--- src/rtl/ultrasonic_ranger.sv ---
// HC-SR04 style ranger: trigger pulse, synchronized echo timing in us, timeout and re-trigger holdoff.
// Optional feature macro ULTRASONIC_RANGER_DIST_CM_EN adds dist_cm = (echo count * 1130) >> 16.
module ultrasonic_ranger #(
  parameter int CLK_HZ     = 50000000,
  parameter int TRIG_US    = 10,
  parameter int TIMEOUT_US = 30000,
  parameter int PERIOD_US  = 60000,
  parameter int WIDTH      = 16,
  parameter int THRESH_US  = 1000
) (
  input  logic             clk,
  input  logic             rst,
  input  logic             start,
  input  logic             auto_en,
  input  logic             Echo,
  output logic             Trigger,
  output logic [WIDTH-1:0] echo_us,
  output logic             valid,
  output logic             timeout,
  output logic             near,
  output logic             busy
`ifdef ULTRASONIC_RANGER_DIST_CM_EN
  ,
  output logic [WIDTH-1:0] dist_cm
`endif
);
  localparam int DIV      = CLK_HZ / 1000000;
  localparam int PER_CLKS = PERIOD_US * DIV;
  localparam int TMAX     = (TIMEOUT_US > TRIG_US) ? TIMEOUT_US : TRIG_US;
  localparam int DW       = (DIV > 1) ? $clog2(DIV) : 1;
  localparam int TW       = $clog2(TMAX + 1);
  localparam int PW       = $clog2(PER_CLKS + 1);
  localparam logic [WIDTH-1:0] ALL_ONES = '1;
  localparam logic [32:0]      THRESH_L = 33'(THRESH_US);

  typedef enum logic [2:0] {ST_IDLE, ST_TRIG, ST_WAIT, ST_MEAS, ST_HOLD} state_t;

  state_t            state_q, state_d;
  logic              echo_s1_q, echo_s2_q;
  logic              seen_low_q, seen_low_d;
  logic [DW-1:0]     presc_q, presc_d;
  logic [TW-1:0]     tmr_q, tmr_d;
  logic [PW-1:0]     per_q, per_d;
  logic [WIDTH-1:0]  cnt_q, cnt_d;
  logic              trig_q, valid_q, timeout_q, near_q;
  logic [WIDTH-1:0]  echo_us_q;
  logic              tick, fin_ok, fin_to;

  function automatic logic [WIDTH-1:0] sat_inc(input logic [WIDTH-1:0] v);
    return (v == ALL_ONES) ? v : v + WIDTH'(1);
  endfunction

  assign tick = (presc_q == DW'(DIV - 1));

  always_comb begin
    state_d = state_q;
    fin_ok  = 1'b0;
    fin_to  = 1'b0;
    case (state_q)
      ST_IDLE: if (start || auto_en) state_d = ST_TRIG;
      ST_TRIG: if (tick && tmr_q == TW'(TRIG_US - 1)) state_d = ST_WAIT;
      // A rise only counts once the synchronized echo has been seen low in this state
      ST_WAIT: begin
        if (echo_s2_q && seen_low_q) begin
          state_d = ST_MEAS;
        end else if (tick && tmr_q == TW'(TIMEOUT_US - 1)) begin
          fin_to  = 1'b1;
          state_d = ST_HOLD;
        end
      end
      ST_MEAS: begin
        if (!echo_s2_q) begin
          fin_ok  = 1'b1;
          state_d = ST_HOLD;
        end else if (tick && tmr_q == TW'(TIMEOUT_US - 1)) begin
          fin_to  = 1'b1;
          state_d = ST_HOLD;
        end
      end
      // Exit two clocks early: one cycle in IDLE, then TRIG lands exactly on the period
      ST_HOLD: if (per_q >= PW'(PER_CLKS - 2)) state_d = ST_IDLE;
      default: state_d = ST_IDLE;
    endcase
  end

  always_comb begin
    presc_d = tick ? '0 : presc_q + DW'(1);
    if ((state_d == ST_TRIG || state_d == ST_MEAS) && state_d != state_q) presc_d = '0;
    tmr_d = (state_d != state_q) ? '0 : (tick ? tmr_q + TW'(1) : tmr_q);
    per_d = (per_q == PW'(PER_CLKS)) ? per_q : per_q + PW'(1);
    if (state_d == ST_TRIG && state_q != ST_TRIG) per_d = '0;
    seen_low_d = (state_q == ST_WAIT) && (seen_low_q || !echo_s2_q);
    cnt_d = cnt_q;
    if (state_d == ST_MEAS && state_q != ST_MEAS) cnt_d = '0;
    else if (state_q == ST_MEAS && tick && echo_s2_q) cnt_d = sat_inc(cnt_q);
  end

  always_ff @(posedge clk or negedge rst) begin
    if (!rst) begin
      state_q    <= ST_IDLE;
      echo_s1_q  <= 1'b0;
      echo_s2_q  <= 1'b0;
      seen_low_q <= 1'b0;
      presc_q    <= '0;
      tmr_q      <= '0;
      per_q      <= '0;
      cnt_q      <= '0;
      trig_q     <= 1'b0;
      valid_q    <= 1'b0;
      timeout_q  <= 1'b0;
      near_q     <= 1'b0;
      echo_us_q  <= '0;
    end else begin
      state_q    <= state_d;
      echo_s1_q  <= Echo;
      echo_s2_q  <= echo_s1_q;
      seen_low_q <= seen_low_d;
      presc_q    <= presc_d;
      tmr_q      <= tmr_d;
      per_q      <= per_d;
      cnt_q      <= cnt_d;
      trig_q     <= (state_d == ST_TRIG);
      valid_q    <= fin_ok || fin_to;
      if (fin_to) begin
        echo_us_q <= ALL_ONES;
        timeout_q <= 1'b1;
        near_q    <= 1'b0;
      end else if (fin_ok) begin
        echo_us_q <= cnt_q;
        timeout_q <= 1'b0;
        near_q    <= (33'(cnt_q) < THRESH_L);
      end
    end
  end

`ifdef ULTRASONIC_RANGER_DIST_CM_EN
  logic [WIDTH+10:0] prod;
  logic [WIDTH-1:0]  dist_q;

  // 1130/65536 approximates 1/58 (us of round trip per cm)
  assign prod = (WIDTH+11)'(cnt_q) * (WIDTH+11)'(1130);

  always_ff @(posedge clk or negedge rst) begin
    if (!rst) dist_q <= '0;
    else if (fin_to) dist_q <= ALL_ONES;
    else if (fin_ok) dist_q <= WIDTH'(prod >> 16);
  end

  assign dist_cm = dist_q;
`endif

  assign Trigger = trig_q;
  assign echo_us = echo_us_q;
  assign valid   = valid_q;
  assign timeout = timeout_q;
  assign near    = near_q;
  assign busy    = (state_q != ST_IDLE);
endmodule

--- config.mk ---
export PLATFORM = sky130hd
export DESIGN_NAME = ultrasonic_ranger
export DESIGN_NICKNAME = d
export VERILOG_FILES = /design/src/rtl/ultrasonic_ranger.sv
export SDC_FILE = /design/constraint.sdc
export NUM_CORES = 1
export LEC_CHECK = 0
export BUFFER_PORTS_ARGS = -buffer_cell sky130_fd_sc_hd__buf_2
export CAP_MARGIN = 20
export CORE_ASPECT_RATIO = 1.4
export CORE_MARGIN = 5
export CORE_UTILIZATION = 50
export CTS_CLUSTER_DIAMETER = 120
export DETAILED_ROUTE_END_ITERATION = 6
export PLACE_DENSITY = 0.74
export SLEW_MARGIN = 20
export SYNTH_ARGS = -nofsm -noshare
export SYNTH_HDL_FRONTEND = slang
export SYNTH_SLANG_ARGS = --single-unit
--- constraint.sdc ---
create_clock -name clk -period 5.86 [get_ports clk]
set_input_delay 0.293 -clock clk [delete_from_list [all_inputs] [get_ports clk]]
set_output_delay 0.293 -clock clk [all_outputs]
set_load 0.005 [all_outputs]
After elaboration in Yosys (flattened, before gate mapping)
Cells that the tools add are included.
{ "word_totals": {"word_cells": 83, "reg_bits": 85, "output_inout_bits": 21} }
{ "op_classes": {"addsub": 4, "n_eq_ne": 16, "n_mux": 28, "reduce_logical": 20, "n_lt_le_gt_ge": 2} }
{ "op_table": {"columns": ["op", "n"], "rows": [
  ["$mux 16", 5],
  ["$mux 22", 2],
  ["$mux 15", 2],
  ["$add 22x1->22 const B", 1],
  ["$eq 22x22->1 const B", 1],
  ["$ge 22x22->1 const B", 1],
  ["$mux 3", 6],
  ["$add 16x1->16 const B", 1],
  ["$eq 16x16->1 const B", 1],
  ["$lt 16x10->1 const B", 1],
  ["$add 15x1->15 const B", 1],
  ["$eq 15x15->1 const B", 1],
  ["$eq 15x4->1 const B", 1],
  ["$pmux 3 s5", 1],
  ["$mux 6", 2],
  ["$eq 3x2->1 const B", 3],
  ["$logic_and 1x1->1", 9],
  ["$mux 1", 9],
  ["$add 6x1->6 const B", 1],
  ["$eq 3x1->1 const B", 2],
  ["$eq 6x6->1 const B", 1],
  ["$reduce_bool 2->1", 3],
  ["$logic_or 1x1->1", 4],
  ["$eq 3x3->1 const B", 1],
  ["10 further kinds", 10]
]} }

Depth between registers and ports, before layout
Gate-level depths: netlist of the first run.
{ "depth": {"ltp_word": 9, "ltp_mapped": 10} }

Worst setup path after synthesis of the first run
OpenSTA, ideal clock, no wires.
{ "synth_timing": {"kind": "reg2reg", "from": "register presc_q[1]", "to": "register tmr_q[10]", "slack_ps": 3784, "t_required_ps": 5737, "path_stages_with_launch": 10, "period_less_slack_ps": 2076, "arrival_ps": 1953, "setup_ps": 123, "cell_sequence": "dfrtp_1 -> inv_1 -> ha_1 -> nor4bb_1 -> and2_2 -> buf_6 -> nand4_1 -> a221oi_2 -> buf_6 -> nor3_1"} }
{ "synth_between": {"elab_chain_len": 7, "word_cells_on_any_way": 11, "classes_between": "eq/ne: 2; mux: 6; reduce/logical: 3"} }
{ "synth_rtl": {"columns": ["item", "line_no", "source"], "rows": [
  ["start: declaration", "41", "logic [DW-1:0] presc_q, presc_d;"],
  ["start signal: assignment", "118", "presc_q <= presc_d;"],
  ["$eq 6x6->1 *", "53", "assign tick = (presc_q == DW'(DIV - 1));"],
  ["$logic_and 1x1->1", "66, 75", null],
  ["$mux 3", "66, 75", null],
  ["$mux 3 (on tied branches)", "72, 64", null],
  ["$pmux 3 s5", "59", "case (state_q)"],
  ["$ne 3x3->1", "89", "tmr_d = (state_d != state_q) ? '0 : (tick ? tmr_q + TW'(1) : tmr_q);"],
  ["$mux 15 or $reduce_bool 2->1 (tied branches)", null, null],
  ["end signal: assignment", "119", "tmr_q <= tmr_d;"],
  ["end: declaration", "42", "logic [TW-1:0] tmr_q, tmr_d;"]
]} }
Every way passes the cells marked *; elsewhere a longest branch is shown, timed or not.
A chain may end at the register's enable or synchronous reset.

Worst setup path in the final report of the first run
{ "layout_timing": {"from": "register state_q[0]", "to": "register tmr_q[1]"} }
{ "layout_between": {"elab_chain_len": 5, "word_cells_on_any_way": 15, "classes_between": "eq/ne: 5; mux: 8; reduce/logical: 2"} }
{ "layout_rtl": {"columns": ["item", "line_no", "source"], "rows": [
  ["start: declaration", "38", "state_t state_q, state_d;"],
  ["start signal: assignment", "114", "state_q <= state_d;"],
  ["$mux 3", "66, 75", null],
  ["$mux 3 (on tied branches)", "72, 64", null],
  ["$pmux 3 s5", "59", null],
  ["$ne 3x3->1 *", "89", null],
  ["$mux 15 or $reduce_bool 2->1 (tied branches)", null, null]
]} }
Marks and branches as above.

==> results of run 1 <==
-- layout by cell type, fill, tap and decap left out, drive strengths merged, types with 11 or more instances in the layout --
master	count
buf	29
clkbuf	12
dfrtp	85
nand2	61
nand3	34
nand4	17
nor2	52
nor3	31
nor4	11
xnor2	29
xor2	16
-- power groups by stage --
stage / Sequential, mW / Clock [mW] / Combinational [mW]
after global routing: 0.788 / 0.542 / 0.258
after detailed placement: 0.779 / 0 / 0.224
after global placement: 0.774 / 0 / 0.211
after floorplan: 0.748 / 0 / 0.181
after CTS: 0.769 / 0.518 / 0.226
final: 0.772 / 0.502 / 0.223
-- flip-flops by register name, indices dropped and copies added (netlist names), 3 cells and up --
| signal | count |
|---|---|
| cnt_q | 16 |
| echo_us | 16 |
| per_q | 22 |
| presc_q | 6 |
| state_q | 3 |
| tmr_q | 15 |
-- worst paths after layout --
path	start	to	slack (ns)	depth (start not counted)
setup / recovery	state_q[0]$_DFF_PN0_	tmr_q[1]$_DFFE_PN0P_	3.02	6
hold / removal	rst	echo_s1_q$_DFF_PN0_	0.007	1
setup reg to reg	state_q[0]$_DFF_PN0_	tmr_q[1]$_DFFE_PN0P_	3.02	6
hold reg to reg	echo_s1_q$_DFF_PN0_	echo_s2_q$_DFF_PN0_	0.38	0
max in group asynchronous	rst	cnt_q[2]$_DFFE_PN0P_	5.36	1
min in group clk	Echo	echo_s1_q$_DFF_PN0_	0.06	1
-- per-layer routing --
layer	global-route usage	routed length [um]
met2	0.305	4530
met3	0.0405	350
met4	0.0803	193
met1	0.236	3840
met5	0	0
-- stage by stage --
step	area [um2]	std cells	util
2_1_floorplan	4320	458	-
4_1_cts	4770	589	0.560
3_3_place_gp	4510	573	0.530
3_5_place_dp	4510	573	0.530
5_1_grt	4780	590	0.562
6_report	4780	590	0.562
-- area by class of cell --
type,instances,area [um2]
Sequential cell,85,2130
Multi-Input combinational cell,345,2070
Timing Repair Buffer,29,161
Inverter,10,37.5
Tap cell,105,131
Clock inverter,4,25.0
Fill cell,770,3720
Clock buffer,12,236
-- worst max-delay path: stages (launching register included) --
cell	delay, ns
dfrtp_1	0.49
or3_1	0.46
nor2_2	0.81
o31ai_1	0.19
a221oi_2	0.42
buf_4	0.27
a2111oi_0	0.08
-- kinds of logic after synthesis --
group / count (synthesis)
XOR/XNOR: 45
AO/OA/AOI/OAI: 35
multiplexers: 3
buffers and inverters: 28
adder cells (fa/ha/maj): 8
flip-flops: 85
AND/OR/NAND/NOR: 254
==> impl_metrics.toml, run 1 <==
[power]
combPwrFrac = 0.149
switching_share = 0.295
p_switching_uw = 442
p_seq_frac = 0.516
p_leak_nw = 2.13
p_per_area_nw_per_um2 = 313
p_total_mw = 1.50
power_frac_clock = 0.335
internal_power_mw = 1.06
worst_ir_drop_vdd_v = 0.000197

[cts]
root_buffer = "clkbuf_16"
clk-insertion-delay-late_ns = 0.34
clk_pin_slew_ns = 0.06
cts_tree = "built"
postCtsSetupRepairBufs = 0
postCtsResizedCells = 0
cts_hold_buffers = 0
clk_path_buf_depth = 2
cts_made_buffers = 9
clock-sinks = 85
htreeDepth = 3

[timing]
rsz0062_at_grt = "false"
setup_tns_ns = 0
final_hold_viol_count = 0
fin_crit_ns = 2.84
finalCritPeriodShare = 0.484
slew_headroom = 0.320
slew_violations = 0
finalClockSkew_ns = 0.00589
setup_slack_ns = 3.02
worst_slew_pin_slew_ns = 1.02
holdWs_ns = 0.00750
max_freq_mhz = 352
setup_viol = 0

[global_route]
grt_pass1_wl_um = 15900
antenna_found_initial = 0
grt_pass1_vias = 3489
grt_usage = 0.187
grt.overflow.total = 0
grt_max_degree = 86

[synth]
muxShareOfSynthArea = 0.00694
synth_compound_area_frac = 0.0547
synthXorXnorAreaFrac = 0.0911
yosysSeqAreaShare = 0.492
yosysTopAreaCell = "dfrtp_1"
async_flop_share = 1.00
avgSynthCellArea_um2 = 9.44
synth_area_leaders = "dfrtp_1, xnor2_1, nand2_1, nor2_1, nand3_1"
synth_ff_type = "dfrtp_1"
ys_ff_latch = 85
yosysTopAreaCellShare = 0.492
yosys.area_share.simple = 0.300
synth_area_um2 = 4320
synthAdderAreaFrac = 0.0231
yosysWarnings = 0
synthTopCellsByCount = "dfrtp_1, nand2_1, nor2_1"
yosysMostFrequentCell = "dfrtp_1"
synth_top_family_by_area = "simple AND/OR/NAND/NOR gates"
synth_cells = 458
synth_edf_count = 0
ys_types = 50
syn_nets = 471

[floorplanning]
io_pins = 26
core_area_um2 = 8510
start_util = 0.508
die_area_um2 = 10600
dieWidth_um = 88.6
die_height_um = 120
rows = 40

[placement]
dpl_worst_slack_ns = 2.63
gp_congestion = 0.858
dp_hpwl_um = 6140
port-buffer-count = 25

[critical_path]
critPathLaunchType = "flip-flop"
path_class = "reg2reg"
path_max_fanout = 26
arrival_ns = 3.05
required_ns = 6.07
critPathCaptureType = "flip-flop"

[detailed_routing]
wire_per_inst_um = 15.1
antenna_left = 0
drtIter0Drc = 230
via_per_inst = 5.81
totalWireLength_um = 8910
drtPass1Iterations = 4
drc = 0
route.vias.total = 3429

[worst_hold_path]
worst_hold_path_type = "in2async"

[run]
drv_cap = 0

[status]
status = "finished clean"

[finish]
final_nets = 493
syn2layout_area_growth_pct = 10.6
insertedDiodeCount = 0
drive_above_1_share = 0.111
(Power assumes the default switching activity.)
==> run 2, diff against run 1 <==
--- a/config.mk
+++ b/config.mk
@@ -12,7 +12,7 @@
 export CORE_UTILIZATION = 50
 export CTS_CLUSTER_DIAMETER = 120
 export DETAILED_ROUTE_END_ITERATION = 6
-export PLACE_DENSITY = 0.74
+export PLACE_DENSITY = 0.76
 export SLEW_MARGIN = 20
 export SYNTH_ARGS = -nofsm -noshare
 export SYNTH_HDL_FRONTEND = slang
==> constraint.sdc (replaced) <==
create_clock -name clk -period 2.5 [get_ports clk]
set_input_delay 0.125 -clock clk [delete_from_list [all_inputs] [get_ports clk]]
set_output_delay 0.125 -clock clk [all_outputs]
set_load 0.005 [all_outputs]
==> impl_metrics.toml, run 2 (synthesized netlist as in run 1, its figures left out) <==
[timing]
finalCritPeriodShare = 0.903
rsz0062_at_grt = "false"
worst_slew_pin_slew_ns = 0.533
max_freq_mhz = 443
slew_headroom = 0.641
fin_crit_ns = 2.26
slew_violations = 0
finalClockSkew_ns = 0.0105
setup_viol = 0
setup_tns_ns = 0
setup_slack_ns = 0.243
final_hold_viol_count = 0

[placement]
dp_hpwl_um = 6310
port-buffer-count = 25
gp_congestion = 0.870
dpl_worst_slack_ns = 0.189

[floorplanning]
start_util = 0.508
core_area_um2 = 8510
io_pins = 26
dieWidth_um = 88.6
die_height_um = 120
rows = 40
die_area_um2 = 10600

[critical_path]
path_max_fanout = 15
max_stage_delay_ns = 0.40
rrSetupSlack_ns = 0.24
path_class = "reg2reg"
critPathCaptureType = "flip-flop"
required_ns = 2.71
worstReg2RegEnd = "tmr_q[1]$_DFFE_PN0P_"
worstPathCellList = "inv_1 -> ha_1 -> nor4bb_1 -> and2_2 -> nand4_1 -> a221oi_2 -> buf_4 -> a2111oi_0"
r2r-start = "presc_q[1]$_DFF_PN0_"
arrival_ns = 2.47
crit_buf_inv = 2
critPathLaunchType = "flip-flop"
crit_slowest_cell = "dfrtp_1"
critPathLaunch = "presc_q[1]$_DFF_PN0_"
cp_num_cells = 8
reg2reg_depth = 8
cp_top_family = "simple AND/OR/NAND/NOR gates"

[finish]
drive_above_1_share = 0.127
regMostFlops = "per_q"
final_nets = 503
insertedDiodeCount = 0
largest_register_ffs = 22
syn2layout_area_growth_pct = 13.9
final_cell_mix = "dfrtp_1, nand2_1, nor2_1"
post-route-util = 0.579
mostFrequentLayoutCell = "dfrtp_1"

[detailed_routing]
drc = 0
antenna_left = 0
route.vias.total = 3433
drtIter0Drc = 214
via_per_inst = 5.72
wire_per_inst_um = 14.9
totalWireLength_um = 8930
drtPass1Iterations = 5

[power]
internal_power_mw = 2.69
p_per_area_nw_per_um2 = 758
p_seq_frac = 0.484
combPwrFrac = 0.140
p_switching_mw = 1.05
power_frac_clock = 0.376
worst_ir_drop_vdd_v = 0.000846
switching_share = 0.280
p_leak_nw = 2.21

[global_route]
grt_max_degree = 46
antenna_found_initial = 0
grt_pass1_wl_um = 15700
grt.overflow.total = 0
grt_usage = 0.187
grt_pass1_vias = 3340

[cts]
root_buffer = "clkbuf_16"
cts_tree = "built"
cts_made_buffers = 9
clk_pin_slew_ns = 0.06
clk_path_buf_depth = 2
htreeDepth = 3
clock-sinks = 85
clk-insertion-delay-late_ns = 0.34

[worst_hold_path]
holdPathStages = 3
worst_hold_path_type = "in2reg"
min_to = "Trigger$_DFF_PN0_"
hp-start = "start"

[status]
status = "finished clean"

[run]
drv_cap = 0
## run 2: power by group through the flow
stage	registers [mW]	logic (mW)	clock network (mW)
2_1_floorplan	1.75	0.425	0
3_3_place_gp	1.81	0.505	0
3_5_place_dp	1.82	0.526	0
4_1_cts	1.80	0.530	1.44
5_1_grt	1.84	0.609	1.50
6_report	1.81	0.522	1.41
## run 2: final cells by class
| class | instances | area, um2 |
|---|---|---|
| inverter | 10 | 37.5 |
| clock inverter | 5 | 82.6 |
| fill | 744 | 3580 |
| timing repair buffer | 39 | 250 |
| clock buffer | 11 | 233 |
| sequential | 85 | 2130 |
| multi-input combinational | 345 | 2060 |
| tap | 105 | 131 |
## run 2: repair_timing
action                     4_1_cts  5_1_grt
setup endpoints to repair        0        2
resized for setup                0        1
hold buffers                     2        0
buffers inserted                 0        0
hold endpoints to repair        41        0
## run 2: worst max path at each step
stage / endpoint / slack, ns
6_report: tmr_q[1]$_DFFE_PN0P_ / 0.24
5_1_grt: tmr_q[1]$_DFFE_PN0P_ / 0.07
4_1_cts: echo_us[12]$_DFFE_PN0P_ / 0.16
3_5_place_dp: echo_us[12]$_DFFE_PN0P_ / 0.19
3_3_place_gp: echo_us[10]$_DFFE_PN0P_ / 0.28
2_1_floorplan: tmr_q[10]$_DFFE_PN0P_ / 0.42
## run 2: worst reg2reg max path, delay by kind of cell, from the launching register on
family,cells,cell delay [ns]
simple gates,3,0.86
flops,1,0.40
compound gates,2,0.40
buf+inv,2,0.31
fa+ha+maj,1,0.16
## run 2: per-layer routing
metal,vias up,global-route usage,part of all wire
met5,-,0,0
met2,78,0.298,0.50
met4,0,0.0841,0.021
met3,13,0.0405,0.052
li1,1676,-,-
met1,1666,0.242,0.42
## run 2: metrics by stage
step	total power [mW]	std cells	hold slack [ns]	area, um2
after floorplan	2.18	458	-0.171	4320
after global placement	2.32	582	0.131	4590
after detailed placement	2.35	582	0.149	4590
after CTS	3.77	600	0.132	4920
after global routing	3.94	600	0.140	4930
final	3.73	600	0.131	4930
==> run 3, diff against run 2 <==
--- a/config.mk
+++ b/config.mk
@@ -12,6 +12,7 @@
 export CORE_UTILIZATION = 50
 export CTS_CLUSTER_DIAMETER = 120
 export DETAILED_ROUTE_END_ITERATION = 6
+export MAX_ROUTING_LAYER = met4
 export PLACE_DENSITY = 0.76
 export SLEW_MARGIN = 20
 export SYNTH_ARGS = -nofsm -noshare
==> impl_metrics.toml, run 3 (synthesized netlist as in run 1, its figures left out) <==
[timing]
setup_viol = 0
slew_headroom = 0.643
final_hold_viol_count = 0
finalCritPeriodShare = 0.899
max_freq_mhz = 445
rsz0062_at_grt = "false"
fin_crit_ns = 2.25
holdWs_ns = 0.131
finalClockSkew_ns = 0.0103
setup_tns_ns = 0
worst_slew_pin_slew_ns = 0.530
slew_violations = 0

[detailed_routing]
highest_layer = "met4"
antenna_left = 0
drtPass1Iterations = 5
route.met2.wl_um = 4510
via_per_inst = 5.70
drc = 0
met1_length_um = 3760
route.vias.total = 3422
totalWireLength_um = 8950
drtIter0Drc = 205
wire_per_inst_um = 14.9
wl_met3_um = 473

[cts]
postCtsSetupRepairBufs = 0
clk_pin_slew_ns = 0.06
cts_tree = "built"
clk-insertion-delay-late_ns = 0.34
cts_made_buffers = 9
clock-sinks = 85
root_buffer = "clkbuf_16"
htreeDepth = 3
clk_path_buf_depth = 2

[critical_path]
critPathCaptureType = "flip-flop"
path_class = "reg2reg"
path_max_fanout = 15
required_ns = 2.71
critPathLaunchType = "flip-flop"
arrival_ns = 2.46

[global_route]
grt_usage = 0.192
grt.overflow.total = 0
grt_max_degree = 46
grt_pass1_wl_um = 15600
grt_pass1_vias = 3339
antenna_found_initial = 0

[finish]
final_cell_mix = "dfrtp_1, nand2_1, nor2_1"
syn2layout_area_growth_pct = 13.9
drive_above_1_share = 0.127
final_nets = 503
insertedDiodeCount = 0
regMostFlops = "per_q"
mostFrequentLayoutCell = "dfrtp_1"
register_area_um2 = 2130
fillCellCount = 744
largest_register_ffs = 22
multiInputGateArea_um2 = 2060

[placement]
dp_hpwl_um = 6310
port-buffer-count = 25
gp_congestion = 0.884

[worst_hold_path]
worst_hold_path_type = "in2reg"

[floorplanning]
dieWidth_um = 88.6
die_area_um2 = 10600
start_util = 0.508
rows = 40
die_height_um = 120
io_pins = 26
core_area_um2 = 8510

[power]
p_leak_nw = 2.21
worst_ir_drop_vdd_v = 0.000849
p_per_area_nw_per_um2 = 759

[run]
drv_cap = 0

[status]
status = "finished clean"
==> run 3: per-layer routing <==
layer	GRT usage	vias up
met2	0.298	75
met4	0.0841	0
li1	-	1673
met3	0.0405	16
met1	0.241	1658
met5	-	-
==> run 3: area by class of cell <==
type / instances / area share
clock inverters: 5 / 0.0168
inverters: 10 / 0.00762
clock buffers: 11 / 0.0472
flip-flops and latches: 85 / 0.432
repair buffers: 39 / 0.0508
well taps: 105 / 0.0267
multi-input cells: 345 / 0.419
==> run 3: per-stage QoR <==
step	area [um2]	total power, mW	instances	setup slack, ns	utilization
after floorplan	4320	2.18	458	0.424	-
after global placement	4590	2.32	582	0.284	0.539
after detailed placement	4590	2.35	582	0.189	0.539
after CTS	4920	3.77	600	0.158	0.578
after global routing	4930	3.94	600	0.0683	0.579
final	4930	3.74	600	0.251	0.579
==> run 3: final timing paths <==
path                                       from               endpoint  slack, ns  depth (start not counted)
hold reg to reg             echo_s1_q$_DFF_PN0_    echo_s2_q$_DFF_PN0_       0.36                          0
hold / removal                            start      Trigger$_DFF_PN0_       0.13                          3
max in group asynchronous                   rst  per_q[11]$_DFFE_PN0P_       1.58                          3
setup / recovery           presc_q[1]$_DFF_PN0_   tmr_q[1]$_DFFE_PN0P_       0.25                          8
min in group asynchronous                   rst  tmr_q[12]$_DFFE_PN0P_       0.31                          2
setup reg to reg           presc_q[1]$_DFF_PN0_   tmr_q[1]$_DFFE_PN0P_       0.25                          8
==> run 3: where the power goes <==
group / internal [mW] / total [mW] / switching (mW) / leakage (nW)
registers: 1.55 / 1.81 / 0.255 / 1.11
logic: 0.256 / 0.522 / 0.266 / 0.951
clock network: 0.879 / 1.41 / 0.529 / 0.154
==> run 3: critical path, cell delays in order (launching register included) <==
cell,delay [ns]
dfrtp_1,0.40
inv_1,0.06
ha_1,0.16
nor4bb_1,0.36
and2_2,0.29
nand4_1,0.21
a221oi_2,0.31
buf_4,0.24
a2111oi_0,0.09
==> run 3: timing repair <==
action,CTS,global route
resized for setup,0,1
setup endpoints to repair,0,2
hold buffers,2,0
hold endpoints to repair,41,0
